File: config.mk
export PLATFORM = sky130hd
export DESIGN_NAME = dest_ip_tbl_master
export DESIGN_NICKNAME = d
export VERILOG_FILES = /design/src/rtl/dest_ip_tbl_pkg.sv /design/src/rtl/dest_ip_tbl_master.sv
export SDC_FILE = /design/constraint.sdc
export NUM_CORES = 1
export LEC_CHECK = 0
export CORE_ASPECT_RATIO = 1.2
export CORE_MARGIN = 5
export CORE_UTILIZATION = 38
export DETAILED_ROUTE_END_ITERATION = 10
export PLACE_DENSITY = 0.77
export SYNTH_ARGS = -nofsm -noshare
export SYNTH_HDL_FRONTEND = slang
export SYNTH_SLANG_ARGS = --single-unit
File: constraint.sdc
create_clock -name AXI_ACLK -period 1.7 [get_ports AXI_ACLK]
set_input_delay 0.17 -clock AXI_ACLK [delete_from_list [all_inputs] [get_ports AXI_ACLK]]
set_output_delay 0.17 -clock AXI_ACLK [all_outputs]
set_load 0.05 [all_outputs]
File: src/rtl/dest_ip_tbl_pkg.sv
// Shared definitions for the destination-IP filter table master:
// command codes, FSM state encoding and default table geometry.
package dest_ip_tbl_pkg;

    localparam logic [1:0] CMD_NOP   = 2'd0;
    localparam logic [1:0] CMD_READ  = 2'd1;
    localparam logic [1:0] CMD_WRITE = 2'd2;
    localparam logic [1:0] CMD_CLEAR = 2'd3;

    typedef enum logic [1:0] {
        ST_IDLE = 2'd0,
        ST_REQ  = 2'd1,
        ST_WAIT = 2'd2,
        ST_FIN  = 2'd3
    } tbl_state_t;

    localparam int DEF_TBL_DEPTH      = 32;
    localparam int DEF_TIMEOUT_CYCLES = 16;

endpackage

File: src/rtl/dest_ip_tbl_master.sv
// Turns single register-bank commands (read, write, clear-all) into request
// pulses on the filter-table port, waits for the ack with a timeout, reports status.
module dest_ip_tbl_master
    import dest_ip_tbl_pkg::*;
#(
    parameter int C_S_AXI_DATA_WIDTH = 32,
    parameter int TBL_ADDR_WIDTH     = 5,
    parameter int TBL_DEPTH          = DEF_TBL_DEPTH,
    parameter int TIMEOUT_CYCLES     = DEF_TIMEOUT_CYCLES
)(
    input  logic                          AXI_ACLK,
    input  logic                          reset,
    input  logic                          cmd_wr,
    input  logic [1:0]                    cmd,
    input  logic [TBL_ADDR_WIDTH-1:0]     cmd_addr,
    input  logic [C_S_AXI_DATA_WIDTH-1:0] cmd_wr_data,
    output logic [C_S_AXI_DATA_WIDTH-1:0] rd_result,
    output logic                          busy,
    output logic                          done,
    output logic                          timeout_err,
    output logic                          busy_err,
    output logic                          tbl_rd_req,
    output logic                          tbl_wr_req,
    output logic [TBL_ADDR_WIDTH-1:0]     tbl_rd_addr,
    output logic [TBL_ADDR_WIDTH-1:0]     tbl_wr_addr,
    output logic [C_S_AXI_DATA_WIDTH-1:0] tbl_wr_data,
    input  logic [C_S_AXI_DATA_WIDTH-1:0] tbl_rd_data,
    input  logic                          tbl_rd_ack,
    input  logic                          tbl_wr_ack
);

    localparam logic [7:0]              TO_LIMIT = 8'(TIMEOUT_CYCLES);
    localparam logic [TBL_ADDR_WIDTH:0] CLR_END  = (TBL_ADDR_WIDTH+1)'(TBL_DEPTH);

    tbl_state_t                    r_state;
    logic [1:0]                    r_op;
    logic [7:0]                    r_wait_cnt;
    logic [TBL_ADDR_WIDTH:0]       r_clr_cnt;
    logic [C_S_AXI_DATA_WIDTH-1:0] r_rd_result;
    logic                          r_busy;
    logic                          r_done;
    logic                          r_timeout_err;
    logic                          r_busy_err;
    logic                          r_rd_req;
    logic                          r_wr_req;
    logic [TBL_ADDR_WIDTH-1:0]     r_rd_addr;
    logic [TBL_ADDR_WIDTH-1:0]     r_wr_addr;
    logic [C_S_AXI_DATA_WIDTH-1:0] r_wr_data;

    logic [7:0]                    w_wait_nxt;
    logic [TBL_ADDR_WIDTH:0]       w_clr_nxt;

    // Wait counter holds at the limit instead of wrapping.
    assign w_wait_nxt = (r_wait_cnt == TO_LIMIT) ? r_wait_cnt : r_wait_cnt + 8'd1;
    assign w_clr_nxt  = r_clr_cnt + 1'b1;

    always_ff @(posedge AXI_ACLK) begin
        if (reset) begin
            r_state       <= ST_IDLE;
            r_op          <= CMD_NOP;
            r_wait_cnt    <= '0;
            r_clr_cnt     <= '0;
            r_rd_result   <= '0;
            r_busy        <= 1'b0;
            r_done        <= 1'b0;
            r_timeout_err <= 1'b0;
            r_busy_err    <= 1'b0;
            r_rd_req      <= 1'b0;
            r_wr_req      <= 1'b0;
            r_rd_addr     <= '0;
            r_wr_addr     <= '0;
            r_wr_data     <= '0;
        end else begin
            r_rd_req <= 1'b0;
            r_wr_req <= 1'b0;
            case (r_state)
                ST_IDLE: begin
                    // Requests are launched on acceptance so they are high while in REQ.
                    if (cmd_wr && (cmd != CMD_NOP)) begin
                        r_done        <= 1'b0;
                        r_timeout_err <= 1'b0;
                        r_busy_err    <= 1'b0;
                        r_busy        <= 1'b1;
                        r_op          <= cmd;
                        r_clr_cnt     <= '0;
                        r_state       <= ST_REQ;
                        if (cmd == CMD_READ) begin
                            r_rd_req  <= 1'b1;
                            r_rd_addr <= cmd_addr;
                        end else if (cmd == CMD_WRITE) begin
                            r_wr_req  <= 1'b1;
                            r_wr_addr <= cmd_addr;
                            r_wr_data <= cmd_wr_data;
                        end else begin
                            r_wr_req  <= 1'b1;
                            r_wr_addr <= '0;
                            r_wr_data <= '0;
                        end
                    end
                end
                ST_REQ: begin
                    r_wait_cnt <= '0;
                    r_state    <= ST_WAIT;
                end
                ST_WAIT: begin
                    if ((r_op == CMD_READ) && tbl_rd_ack) begin
                        r_rd_result <= tbl_rd_data;
                        r_done      <= 1'b1;
                        r_busy      <= 1'b0;
                        r_state     <= ST_FIN;
                    end else if ((r_op != CMD_READ) && tbl_wr_ack) begin
                        if ((r_op == CMD_CLEAR) && (w_clr_nxt != CLR_END)) begin
                            r_clr_cnt <= w_clr_nxt;
                            r_wr_addr <= w_clr_nxt[TBL_ADDR_WIDTH-1:0];
                            r_wr_req  <= 1'b1;
                            r_state   <= ST_REQ;
                        end else begin
                            r_done  <= 1'b1;
                            r_busy  <= 1'b0;
                            r_state <= ST_FIN;
                        end
                    end else if (w_wait_nxt >= TO_LIMIT) begin
                        r_timeout_err <= 1'b1;
                        r_done        <= 1'b1;
                        r_busy        <= 1'b0;
                        r_state       <= ST_FIN;
                    end else begin
                        r_wait_cnt <= w_wait_nxt;
                    end
                end
                ST_FIN: begin
                    r_state <= ST_IDLE;
                end
                default: begin
                    r_state <= ST_IDLE;
                end
            endcase
            // A strobe outside IDLE is dropped and only flagged.
            if (cmd_wr && (r_state != ST_IDLE)) begin
                r_busy_err <= 1'b1;
            end
        end
    end

    assign rd_result   = r_rd_result;
    assign busy        = r_busy;
    assign done        = r_done;
    assign timeout_err = r_timeout_err;
    assign busy_err    = r_busy_err;
    assign tbl_rd_req  = r_rd_req;
    assign tbl_wr_req  = r_wr_req;
    assign tbl_rd_addr = r_rd_addr;
    assign tbl_wr_addr = r_wr_addr;
    assign tbl_wr_data = r_wr_data;

endmodule

==> Word-level counts from Yosys, hierarchy flattened <==
Cells that the tools add are included.
{ "totals": {"memories": 0, "mem_bits_ro": 0, "elab_cells": 112, "latchBits": 0, "ff_bits": 98, "output_inout_bits": 80, "inputBits": 76, "mem_bits_rw": 0} }
{ "op_classes": {"addsub": 2, "n_mul": 0, "n_shift": 0, "reduce_logical": 24, "order_cmp": 1, "eq_ne": 20, "n_bitwise": 3, "div": 0, "muxes": 48} }
{ "op_table": {"columns": ["op", "count"], "rows": [
  ["32-bit 2-to-1 mux", 1],
  ["8-bit 2-to-1 mux", 4],
  ["5-bit 2-to-1 mux", 6],
  ["6-bit 2-to-1 mux", 4],
  ["1-bit 2-to-1 mux", 20],
  ["2-bit inequality test, second input constant", 8],
  ["8-bit one-hot mux with 2 select lines", 1],
  ["6-bit one-hot mux with 2 select lines", 1],
  ["2-bit nonzero test", 6],
  ["2-bit 2-to-1 mux", 5],
  ["5-bit one-hot mux with 2 select lines", 1],
  ["5-bit AND reduction", 2],
  ["8-bit by 1-bit adder with 8-bit output, second input constant", 1],
  ["2-bit equality test, second input constant", 4],
  ["8-bit by 5-bit equality test with 1-bit output, second input constant", 1],
  ["8-bit by 5-bit >= comparator with 1-bit output, second input constant", 1],
  ["4-bit inequality test, second input constant", 2],
  ["1-bit one-hot mux with 2 select lines", 4],
  ["2-bit one-hot mux with 4 select lines", 1],
  ["2-bit AND reduction", 4],
  ["4-bit AND reduction", 2],
  ["6-bit by 1-bit adder with 6-bit output, second input constant", 1],
  ["2-bit by 1-bit equality test with 1-bit output, second input constant", 3],
  ["6-bit inequality test, second input constant", 1],
  ["7 further kinds", 14]
]} }

==> Depth between registers and ports, before layout <==
Gate-level depths: netlist of run 1.
{ "logic_depth": {"word_depth": 7, "mapped_depth": 8, "mapped_depth_nobuf": 7} }

==> Worst setup path before layout of run 1 <==
Ideal clock, no wire load.
{ "synth_path": {"path_kind": "register to register", "from": "reg r_clr_cnt[0]", "to": "reg r_wr_addr[3] (netlist: tbl_wr_addr[3])", "n_path_buf": 1, "t_required_ns": 1.609, "stages_incl_launch_ff": 9, "slack_ns": -0.071, "setup_time_ns": 0.091, "arrival_time_ns": 1.680, "period_less_slack_ns": 1.771, "path_cell_list": "dfxtp_1 ha_1 nand2_1 nor4b_1 a311o_2 o21ai_2 buf_6 nor2_1 a311oi_1"} }
{ "synth_between": {"elab_chain_cells": 5, "elab_cells_between_ends": 9, "cone_classes": "1 x add/sub; 2 x eq/ne; 4 x mux; 2 x reduce/logical"} }
{ "synth_lines": {"columns": ["item", "line_no", "rtl"], "rows": [
  ["start, declared", "dest_ip_tbl_master.sv:38", "logic [TBL_ADDR_WIDTH:0] r_clr_cnt;"],
  ["start signal, assigned", "dest_ip_tbl_master.sv:113", "r_clr_cnt <= w_clr_nxt;"],
  ["6-bit by 1-bit adder with 6-bit output (*)", "dest_ip_tbl_master.sv:55", "assign w_clr_nxt = r_clr_cnt + 1'b1;"],
  ["6-bit inequality test / 5-bit 2-to-1 mux (equally long branches)", "dest_ip_tbl_master.sv:112", "if ((r_op == CMD_CLEAR) && (w_clr_nxt != CLR_END)) begin"],
  ["1-bit logical AND / 5-bit 2-to-1 mux (equally long branches)", "dest_ip_tbl_master.sv:112, dest_ip_tbl_master.sv:111", null],
  ["2-bit inequality test (no line) / 5-bit 2-to-1 mux (equally long branches)", null, null],
  ["6-bit AND reduction (no line) / 5-bit one-hot mux with 2 select lines (equally long branches)", null, null],
  ["end signal, assigned", "dest_ip_tbl_master.sv:92", "r_wr_addr <= cmd_addr;"],
  ["end signal, assigned", "dest_ip_tbl_master.sv:114", "r_wr_addr <= w_clr_nxt[TBL_ADDR_WIDTH-1:0];"],
  ["end, declared", "dest_ip_tbl_master.sv:47", "logic [TBL_ADDR_WIDTH-1:0] r_wr_addr;"]
]} }
Every way passes the cells marked *; elsewhere a longest branch is shown, timed or not. The select of a mux whose other input is x is not followed.
A chain may end at the register's enable or synchronous reset.

==> Worst setup path after layout of run 1 <==
{ "layout_path": {"from": "reg r_wait_cnt[7]", "to": "reg r_wait_cnt[3]"} }
{ "layout_between": {"elab_chain_cells": 6, "elab_cells_between_ends": 10, "cone_classes": "1 x add/sub; 1 x order compare; 2 x eq/ne; 5 x mux; 1 x reduce/logical"} }
{ "layout_lines": {"columns": ["item", "line_no", "rtl"], "rows": [
  ["start, declared", "dest_ip_tbl_master.sv:37", "logic [7:0] r_wait_cnt;"],
  ["start signal, assigned", "dest_ip_tbl_master.sv:128", "r_wait_cnt <= w_wait_nxt;"],
  ["parallel branches: the longest is 1 deep, another holds 8-bit by 1-bit adder with 8-bit output", null, null],
  ["8-bit 2-to-1 mux (*)", "dest_ip_tbl_master.sv:54", "assign w_wait_nxt = (r_wait_cnt == TO_LIMIT) ? r_wait_cnt : r_wait_cnt + 8'd1;"],
  ["parallel branches: the longest is 4 deep, another holds 8-bit by 5-bit >= comparator with 1-bit output", null, null]
]} }
Mark *: on every way between the ends. The select of a mux whose other input is x is not followed.

==> impl_metrics.ini, run 1 <==
[floorplan]
initial_core_util_pct = 38.81
die_height_um = 117.7
die_w_um = 99.76
io-pin-count = 156
fp.coreArea_um2 = 9467
rows = 39
die_area_um2 = 11740

[pwr]
pwr-share-clk_pct = 38.1
pwr-share-comb_pct = 15.2
peakVddDrop_uv = 496.5
power_density_nw_per_um2 = 856.6
power_frac_seq_pct = 46.7
internal_power_mw = 3.723
swShare_pct = 27.16
switchingPower_mw = 1.388
power.leakage_nw = 2.623

[run_status]
violations = negative setup slack
run_status = finished with violations

[route]
wl_per_cell_um = 15.06
route.met3.wl_um = 949
ant_nets = 0
vias_per_cell = 5.098
top_layer_used = met4
first_iter_violations = 212
vias = 3696
route.met2.wl_um = 5221
drt-total-wl_um = 10920
post-route-drc-count = 0
wirelength_met1_um = 4487
drt-pass1-iter-count = 7

[finish]
fill_cells = 768
postLayoutCoreUtil_pct = 63.03
syn_to_final_growth_pct = 62.43
antenna_cells = 0
multi_input_area_um2 = 1682
drive_above_1_share_pct = 15.95
nets = 676
layout_commonest_cell = clkdlybuf4s50_1
register_area_um2 = 1972
mostFrequentLayoutCells = clkdlybuf4s50_1, dfxtp_1, nand2_1, nor2_1, a21oi_1
final_area_um2 = 5967

[placement]
place.gp.congestion = 0.8549
dpl.hpwl_um = 7879
port_buffers = 155
placed_area_um2 = 5461

[worst_setup_path]
crit_start = r_wait_cnt[7]
crit_path_top_delay_cell = or3_4
endpoint_kind = register
startpoint_type = register
cp_slowest_stage_delay_ps = 390
crit_type = reg -> reg
crit_family = simple AND/OR/NAND/NOR gates
crit_required_ps = 1970
r2r-start = r_wait_cnt[7]
crit_chain = or3_4 -> mux2i_1 -> a31oi_1 -> nand2b_4 -> or4_1 -> o21ai_1
worst-path-buf-inv = 0
cp_max_fo = 3
cp.arrival_ps = 2010

[timing]
min_period_ps = 1734
timing.slew.headroom_pct = 59.10
fmax_ghz = 0.5766
drv_slew = 0
fin_skew_ps = 7.497
post-route-period-util_pct = 102.0
worst_slew_pin_slew_ps = 613.6
hold_viol = 0
setup_viol_count_final = 1
rsz0062_at_grt = yes
timing.final.ws_setup_ps = -34.30

[clock_tree]
h-tree-depth = 3
cts_root_buffer = clkbuf_16
clockBufferDepth = 2
cts_tree = yes
cts_sinks = 98
cts-buffers-inserted = 9
path_clk_slew_ps = 70
postCtsHoldBufs = 0
clock_latency_ps = 340

[global_route]
grt_pass1_vias = 3724
grt_pass1_wl_um = 17620
grt_max_degree = 53
antenna_found_initial = 0
grtUsageTotal_pct = 18.19
grt_overflow_total = 0

[logic_synthesis]
synth_area_um2 = 3674
syn_avg_cell_area_um2 = 8.563
ys_seq_elements = 98
ys_types = 41
synth_edf_count = 0
synthArstFlopShare_pct = 0
syn_inst = 429
synth_top_flop_cell = dfxtp_1
seq_area_frac_synth_pct = 53.41
yosysWarnings = 0
syn-num-nets = 508

[hold_path]
min_path_type = in -> reg
hold_start = reset

[flow_run]
drv_cap = 0
-- per-stage QoR --
| stage | TNS (ps) | worst slack [ps] | hold slack, ps | total power [mW] | cells |
|---|---|---|---|---|---|
| after floorplan | 0 | 29.34 | 306.0 | 2.812 | 429 |
| after global placement | -4094 | -108.1 | 441.7 | 3.170 | 707 |
| after detailed placement | -7220 | -183.8 | 446.5 | 3.181 | 707 |
| after CTS | -52.02 | -38.12 | 161.2 | 5.130 | 726 |
| after global routing | -468.3 | -105.7 | 179.9 | 5.329 | 725 |
| final | -34.30 | -34.30 | 170.4 | 5.111 | 725 |
-- cell families after synthesis --
family                   count (synthesis)  share of synthesized area (%)
multiplexers                             1                         0.2725
AND/OR/NAND/NOR                        179                          21.46
AO/OA/AOI/OAI                          109                          18.77
flip-flops                              98                          53.41
adder cells (fa/ha/maj)                  3                          1.022
XOR/XNOR                                 4                         0.9539
buffers and inverters                   35                          4.121
-- state kept, by name, summed over array words and instances (netlist names), 2 cells and up --
register	flops
tbl_rd_addr	5
r_state	2
tbl_wr_data	32
r_op	2
r_clr_cnt	6
tbl_wr_addr	5
rd_result	32
r_wait_cnt	8
-- per-layer routing --
layer  vias to the layer above  track usage, %
met5                         -               0
met4                         0           7.942
met3                        23           5.513
met2                       157           29.97
met1                      1701           21.58
li1                       1815               -
-- worst reg2reg max path: stages, from the launching register on --
cell	delay (ps)
dfxtp_2	320
or3_4	390
mux2i_1	140
a31oi_1	130
nand2b_4	170
or4_1	390
o21ai_1	130
-- worst paths after layout --
kind	cells after the start	to	slack (ps)
max	6	r_wait_cnt[3]	-30
min	2	done	170
min reg2reg	2	rd_result[14]	460
max reg2reg	6	r_wait_cnt[3]	-30
-- repair_timing --
| item | in CTS | in global routing |
|---|---|---|
| setup endpoints to repair | 16 | 77 |
| pin swaps | 6 | 14 |
| resized for setup | 14 | 53 |
| gates cloned | 1 | 0 |
| endpoints found under the hold margin | 0 | 0 |
| setup buffers | 2 | 0 |
-- power groups by stage --
stage,clock [mW],combinational (mW),sequential [mW]
4_1_cts,1.99,0.747,2.39
3_5_place_dp,0,0.739,2.44
3_3_place_gp,0,0.730,2.44
2_1_floorplan,0,0.208,2.60
6_report,1.95,0.776,2.39
5_1_grt,2.10,0.829,2.40
-- layout make-up --
cell class	instances	share of cell area, %
clock buffer	9	3.774
clock inverter	7	1.007
inverter	7	0.4403
multi-input combinational	296	28.18
sequential	98	33.05
tap	123	2.579
timing repair buffer	185	30.97
-- synthesized netlist by cell type (all sizes together), types with 2 or more instances --
cell type / count / share of area, %
dfxtp: 98 / 53
nand2: 82 / 8.4
nor2: 54 / 5.6
a21oi: 49 / 6.7
a22oi: 35 / 7.2
clkbuf: 23 / 2.4
nand3: 10 / 1.4
o21ai: 8 / 1.2
inv: 7 / 0.72
and3: 6 / 1.0
nor3: 6 / 0.82
buf: 5 / 1.1
nand2b: 5 / 1.1
nand3b: 5 / 1.0
a211oi: 4 / 0.82
a311oi: 3 / 0.72
ha: 3 / 1.0
nor2b: 3 / 0.51
o21a: 3 / 0.61
a32oi: 2 / 0.48
and2: 2 / 0.34
xnor2: 2 / 0.48
xor2: 2 / 0.48
Note: power is estimated with default switching activity, not from simulation.
==> inputs of run 2 (changes only) <==
--- a/config.mk
+++ b/config.mk
@@ -7,9 +7,10 @@
 export LEC_CHECK = 0
 export CORE_ASPECT_RATIO = 1.2
 export CORE_MARGIN = 5
-export CORE_UTILIZATION = 38
+export CORE_UTILIZATION = 42
 export DETAILED_ROUTE_END_ITERATION = 10
-export PLACE_DENSITY = 0.77
+export HOLD_SLACK_MARGIN = 0.12
+export PLACE_DENSITY = 0.8
 export SYNTH_ARGS = -nofsm -noshare
 export SYNTH_HDL_FRONTEND = slang
 export SYNTH_SLANG_ARGS = --single-unit
==> constraint.sdc (replaced) <==
create_clock -name AXI_ACLK -period 1.8 [get_ports AXI_ACLK]
set_input_delay 0.18 -clock AXI_ACLK [delete_from_list [all_inputs] [get_ports AXI_ACLK]]
set_output_delay 0.18 -clock AXI_ACLK [all_outputs]
set_load 0.05 [all_outputs]
==> run 2 against run 1 <==
Net effect: the flow now finishes without violations; clock power down 30%; cell count down 2.2%; final area down 4.7%; total power down 15%; combinational power down 9.0%; hold slack worse by 27 ps; flip-flop and latch count unchanged; sequential share of layout area up 1.6 points; critical endpoint is now r_wait_cnt[2]; utilization up 3.4 points; fmax down 1.6%.
==> impl_metrics.ini, run 2 (synthesis results as in run 1) <==
[placement]
port_buffers = 155
dpl.hpwl_um = 7529
placed_area_um2 = 5416
dpl.cell_count = 691
place.gp.congestion = 0.9456

[global_route]
grtUsageMet3_pct = 8.847
grt_use_met1_pct = 21.47
grt_max_degree = 85
met2_usage_pct = 31.25
top_usage_layer = met2
grtUsageTotal_pct = 18.87
grt_pass1_wl_um = 16300
grt_overflow_total = 0
antenna_found_initial = 0
grt_pass1_vias = 3536

[finish]
drive_above_1_share_pct = 9.628
final_area_um2 = 5685
layout_commonest_cell = clkdlybuf4s50_1
antenna_cells = 0
fill_cells = 696
syn_to_final_growth_pct = 54.77
nets = 667
mostFrequentLayoutCells = clkdlybuf4s50_1, dfxtp_1, nand2_1, nor2_1, a21oi_1
final_cells = 709

[floorplan]
initial_core_util_pct = 42.89
rows = 37
fp.coreArea_um2 = 8564
die_area_um2 = 10720
die_w_um = 95.38
io-pin-count = 156
die_height_um = 112.5

[flow_run]
drv_cap = 0

[route]
drt-pass1-iter-count = 4
drt-total-wl_um = 10370
vias_per_cell = 5.021
wl_per_cell_um = 14.63
first_iter_violations = 222
vias = 3560
post-route-drc-count = 0
ant_nets = 0

[timing]
fin_skew_ps = 12.33
drv_slew = 0
hold_viol = 0
setup_viol_count_final = 0
fmax_ghz = 0.5673
worst_slew_pin_slew_ps = 584.9
timing.slew.headroom_pct = 61.01
post-route-period-util_pct = 97.92
rsz0062_at_grt = yes
min_period_ps = 1763

[worst_setup_path]
crit_type = reg -> reg
crit_chain = or3_4 -> mux2i_1 -> a31oi_1 -> nand2b_4 -> buf_4 -> a22oi_1 -> o22ai_1
crit_path_top_delay_cell = or3_4
r2r-start = r_wait_cnt[7]
endpoint_kind = register
cp_max_fo = 8
cp.arrival_ps = 2010
rrSetupSlack_ps = 40
startpoint_type = register
crit_required_ps = 2040
rr_endpoint = r_wait_cnt[2]
cp_slowest_stage_delay_ps = 390
worst_r2r_path_depth = 7

[clock_tree]
cts_tree = yes
postCtsHoldBufs = 0
path_clk_slew_ps = 90
clock_latency_ps = 360
cts_sinks = 98
cts-buffers-inserted = 9
h-tree-depth = 3
cts_root_buffer = clkbuf_8
clockBufferDepth = 2

[run_status]
run_status = complete, no violations

[hold_path]
min_path_cells = 2
min_path_type = in -> reg
hold_end = tbl_wr_data[28]
hold_start = reset

[pwr]
pwr-share-comb_pct = 16.3
power.leakage_nw = 2.011
swShare_pct = 26.55
switchingPower_mw = 1.148
internal_power_mw = 3.176
power_density_nw_per_um2 = 760.7
pwr-share-clk_pct = 31.6
power_frac_seq_pct = 52.1
peakVddDrop_uv = 380.9
[run 2: layout make-up]
class | count | area, um2 | area share, %
clock buffers | 9 | 123.9 | 2.179
repair buffers | 176 | 1742 | 30.63
flip-flops and latches | 98 | 1972 | 34.68
clock inverters | 6 | 66.31 | 1.166
well taps | 117 | 146.4 | 2.575
inverters | 7 | 26.28 | 0.4621
multi-input cells | 296 | 1609 | 28.30
[run 2: what timing repair did]
| item | CTS | global route |
|---|---|---|
| setup endpoints to repair | 8 | 14 |
| gates resized for setup | 3 | 13 |
| setup buffers | 1 | 2 |
| pin swaps | 1 | 3 |
[run 2: per-stage QoR]
step | util [%] | setup TNS, ps | setup WS (ps) | total power, mW | hold WS [ps]
3_5_place_dp | 63.24 | -1646 | -69.40 | 2.998 | 448.7
3_3_place_gp | 63.24 | -1.029 | -1.029 | 2.988 | 440.7
4_1_cts | 65.61 | 0 | 21.93 | 4.370 | 132.8
2_1_floorplan | - | 0 | 29.25 | 2.656 | 316.0
6_report | 66.38 | 0 | 37.41 | 4.325 | 143.7
5_1_grt | 66.38 | -222.9 | -94.38 | 4.538 | 131.3
[run 2: worst max-delay path: cells and delay by family, from the launching register on]
kind                   cells  cell delay, ps
AO/OA/AOI/OAI              3             440
flip-flops                 1             330
AND/OR/NAND/NOR            2             570
buffers and inverters      1             170
multiplexers               1             140
[run 2: worst max path at each step]
| stage | startpoint | cells past startpoint | to | slack [ps] |
|---|---|---|---|---|
| after floorplan | r_clr_cnt[0] | 8 | tbl_wr_addr[3] | 30 |
| after global placement | cmd_wr | 7 | tbl_wr_data[25] | -1 |
| after detailed placement | cmd_wr | 7 | tbl_wr_data[0] | -70 |
| after CTS | r_wait_cnt[7] | 6 | r_wait_cnt[3] | 20 |
| after global routing | r_wait_cnt[7] | 7 | r_wait_cnt[2] | -90 |
| final | r_wait_cnt[7] | 7 | r_wait_cnt[2] | 40 |
[run 2: power groups by stage]
stage / Combinational, mW / Sequential [mW] / Clock, mW
floorplan: 0.196 / 2.46 / 0
global placement: 0.683 / 2.30 / 0
detailed placement: 0.692 / 2.31 / 0
CTS: 0.695 / 2.26 / 1.42
global route: 0.752 / 2.26 / 1.52
finish: 0.706 / 2.25 / 1.37
[run 2: per-layer routing]
layer	share of wire [%]	wire, um
met3	11	1102
met4	1.5	154
met1	40	4134
met2	48	4982
met5	0	0
==> inputs of run 3 (changes only) <==
--- a/config.mk
+++ b/config.mk
@@ -11,6 +11,7 @@
 export DETAILED_ROUTE_END_ITERATION = 10
 export HOLD_SLACK_MARGIN = 0.12
 export PLACE_DENSITY = 0.8
+export RECOVER_POWER = 50
 export SYNTH_ARGS = -nofsm -noshare
 export SYNTH_HDL_FRONTEND = slang
 export SYNTH_SLANG_ARGS = --single-unit
==> run 3 against run 2 <==
Net effect: first-iteration DRC count shrank 14%; clock skew is essentially flat; register-to-register slack is essentially flat; clock power is essentially flat; critical path depth is the same; combinational power is essentially flat; critical endpoint unchanged; highest routed layer unchanged.
==> impl_metrics.ini, run 3 (synthesis results as in run 1) <==
[worst_setup_path]
crit_required_ps = 2040
r2r-start = r_wait_cnt[7]
crit_type = reg -> reg
crit_chain = or3_4 -> mux2i_1 -> a31oi_1 -> nand2b_4 -> buf_4 -> a22oi_1 -> o22ai_1
cp.arrival_ps = 2010
crit_path_top_delay_cell = or3_4
startpoint_type = register
crit_start = r_wait_cnt[7]
cp_slowest_stage_delay_ps = 390
rrSetupSlack_ps = 40
cp_max_fo = 8
endpoint_kind = register

[global_route]
grtUsageTotal_pct = 18.87
grtUsageMet3_pct = 8.847
grt_use_met1_pct = 21.47
grt_pass1_vias = 3536
grt_pass1_wl_um = 16300
grt_max_degree = 85
top_usage_layer = met2
antenna_found_initial = 0
grt_overflow_total = 0
met2_usage_pct = 31.25

[route]
post-route-drc-count = 0
vias = 3563
drt-total-wl_um = 10430
ant_nets = 0
drt-pass1-iter-count = 4
first_iter_violations = 191
wl_per_cell_um = 14.70
vias_per_cell = 5.025

[timing]
fmax_ghz = 0.5674
timing.slew.headroom_pct = 59.01
rsz0062_at_grt = yes
setup_viol_count_final = 0
min_period_ps = 1762
tns_ps = 0
fin_skew_ps = 11.85
hold_viol = 0
worst_slew_pin_slew_ps = 617.5
drv_slew = 0
post-route-period-util_pct = 97.91

[floorplan]
rows = 37
die_w_um = 95.38
io-pin-count = 156
fp.coreArea_um2 = 8564
initial_core_util_pct = 42.89
die_height_um = 112.5
die_area_um2 = 10720

[pwr]
power_density_nw_per_um2 = 762.9
power.leakage_nw = 1.983
total_power_mw = 4.323
peakVddDrop_uv = 380.2

[finish]
nets = 667
syn_to_final_growth_pct = 54.26
layout_commonest_cell = clkdlybuf4s50_1
antenna_cells = 0
drive_above_1_share_pct = 9.122
mostFrequentLayoutCells = clkdlybuf4s50_1, dfxtp_1, nand2_1, nor2_1, a21oi_1
postLayoutCoreUtil_pct = 66.17

[placement]
place.gp.congestion = 0.9456
port_buffers = 155
dpl.hpwl_um = 7529

[clock_tree]
postCtsHoldBufs = 0
cts_tree = yes
cts_sinks = 98
clock_latency_ps = 360
cts_root_buffer = clkbuf_8
path_clk_slew_ps = 90
clockBufferDepth = 2
cts-buffers-inserted = 9
h-tree-depth = 3

[hold_path]
hold_start = reset
min_path_type = in -> reg

[run_status]
run_status = complete, no violations

[flow_run]
drv_cap = 0
run 3: layout make-up:
class | count | area (um2)
inverter | 7 | 26.28
timing repair buffer | 176 | 1725
clock buffer | 9 | 123.9
clock inverter | 6 | 66.31
fill | 702 | 2898
tap | 117 | 146.4
sequential | 98 | 1972
multi-input combinational | 296 | 1607
run 3: worst paths after layout:
| kind | endpoint | cells after the start |
|---|---|---|
| max | r_wait_cnt[2] | 7 |
| min | tbl_wr_data[28] | 2 |
| max reg2reg | r_wait_cnt[2] | 7 |
| min reg2reg | rd_result[24] | 2 |
run 3: per-stage QoR:
step	setup slack [ps]	instances	hold WS (ps)	instance area, um2
final	37.60	709	146.1	5667
after detailed placement	-69.40	691	448.7	5416
after global routing	-94.38	709	131.3	5667
after floorplan	29.25	429	316.0	3674
after global placement	-1.029	691	440.7	5416
after CTS	21.93	707	132.8	5619
run 3: metal layers:
metal | vias to the layer above | routed length (um) | share of wire [%]
met4 | 0 | 144 | 1.4
met1 | 1616 | 4193 | 40
met5 | - | 0 | 0
li1 | 1786 | - | -
met2 | 148 | 4942 | 47
met3 | 13 | 1145 | 11
run 3: repair_timing:
action                     CTS  global route
pin swaps                    1             3
gates cloned                 0             0
gates resized for setup      3            13
setup endpoints to repair    8            14
buffers inserted             1             2
run 3: where the power goes:
group | total (mW) | switching [mW] | internal (mW)
Combinational | 0.703 | 0.385 | 0.318
Sequential | 2.25 | 0.0333 | 2.22
Clock | 1.37 | 0.731 | 0.636
Total | 4.32 | 1.15 | 3.17
run 3: critical path: cells and delay by family (launching register included):
kind                   cells  cell delay (ps)
muxes                      1              140
buffers and inverters      1              170
DFF                        1              330
and+or+nand+nor            2              570
AOI/OAI and AO/OA          3              440
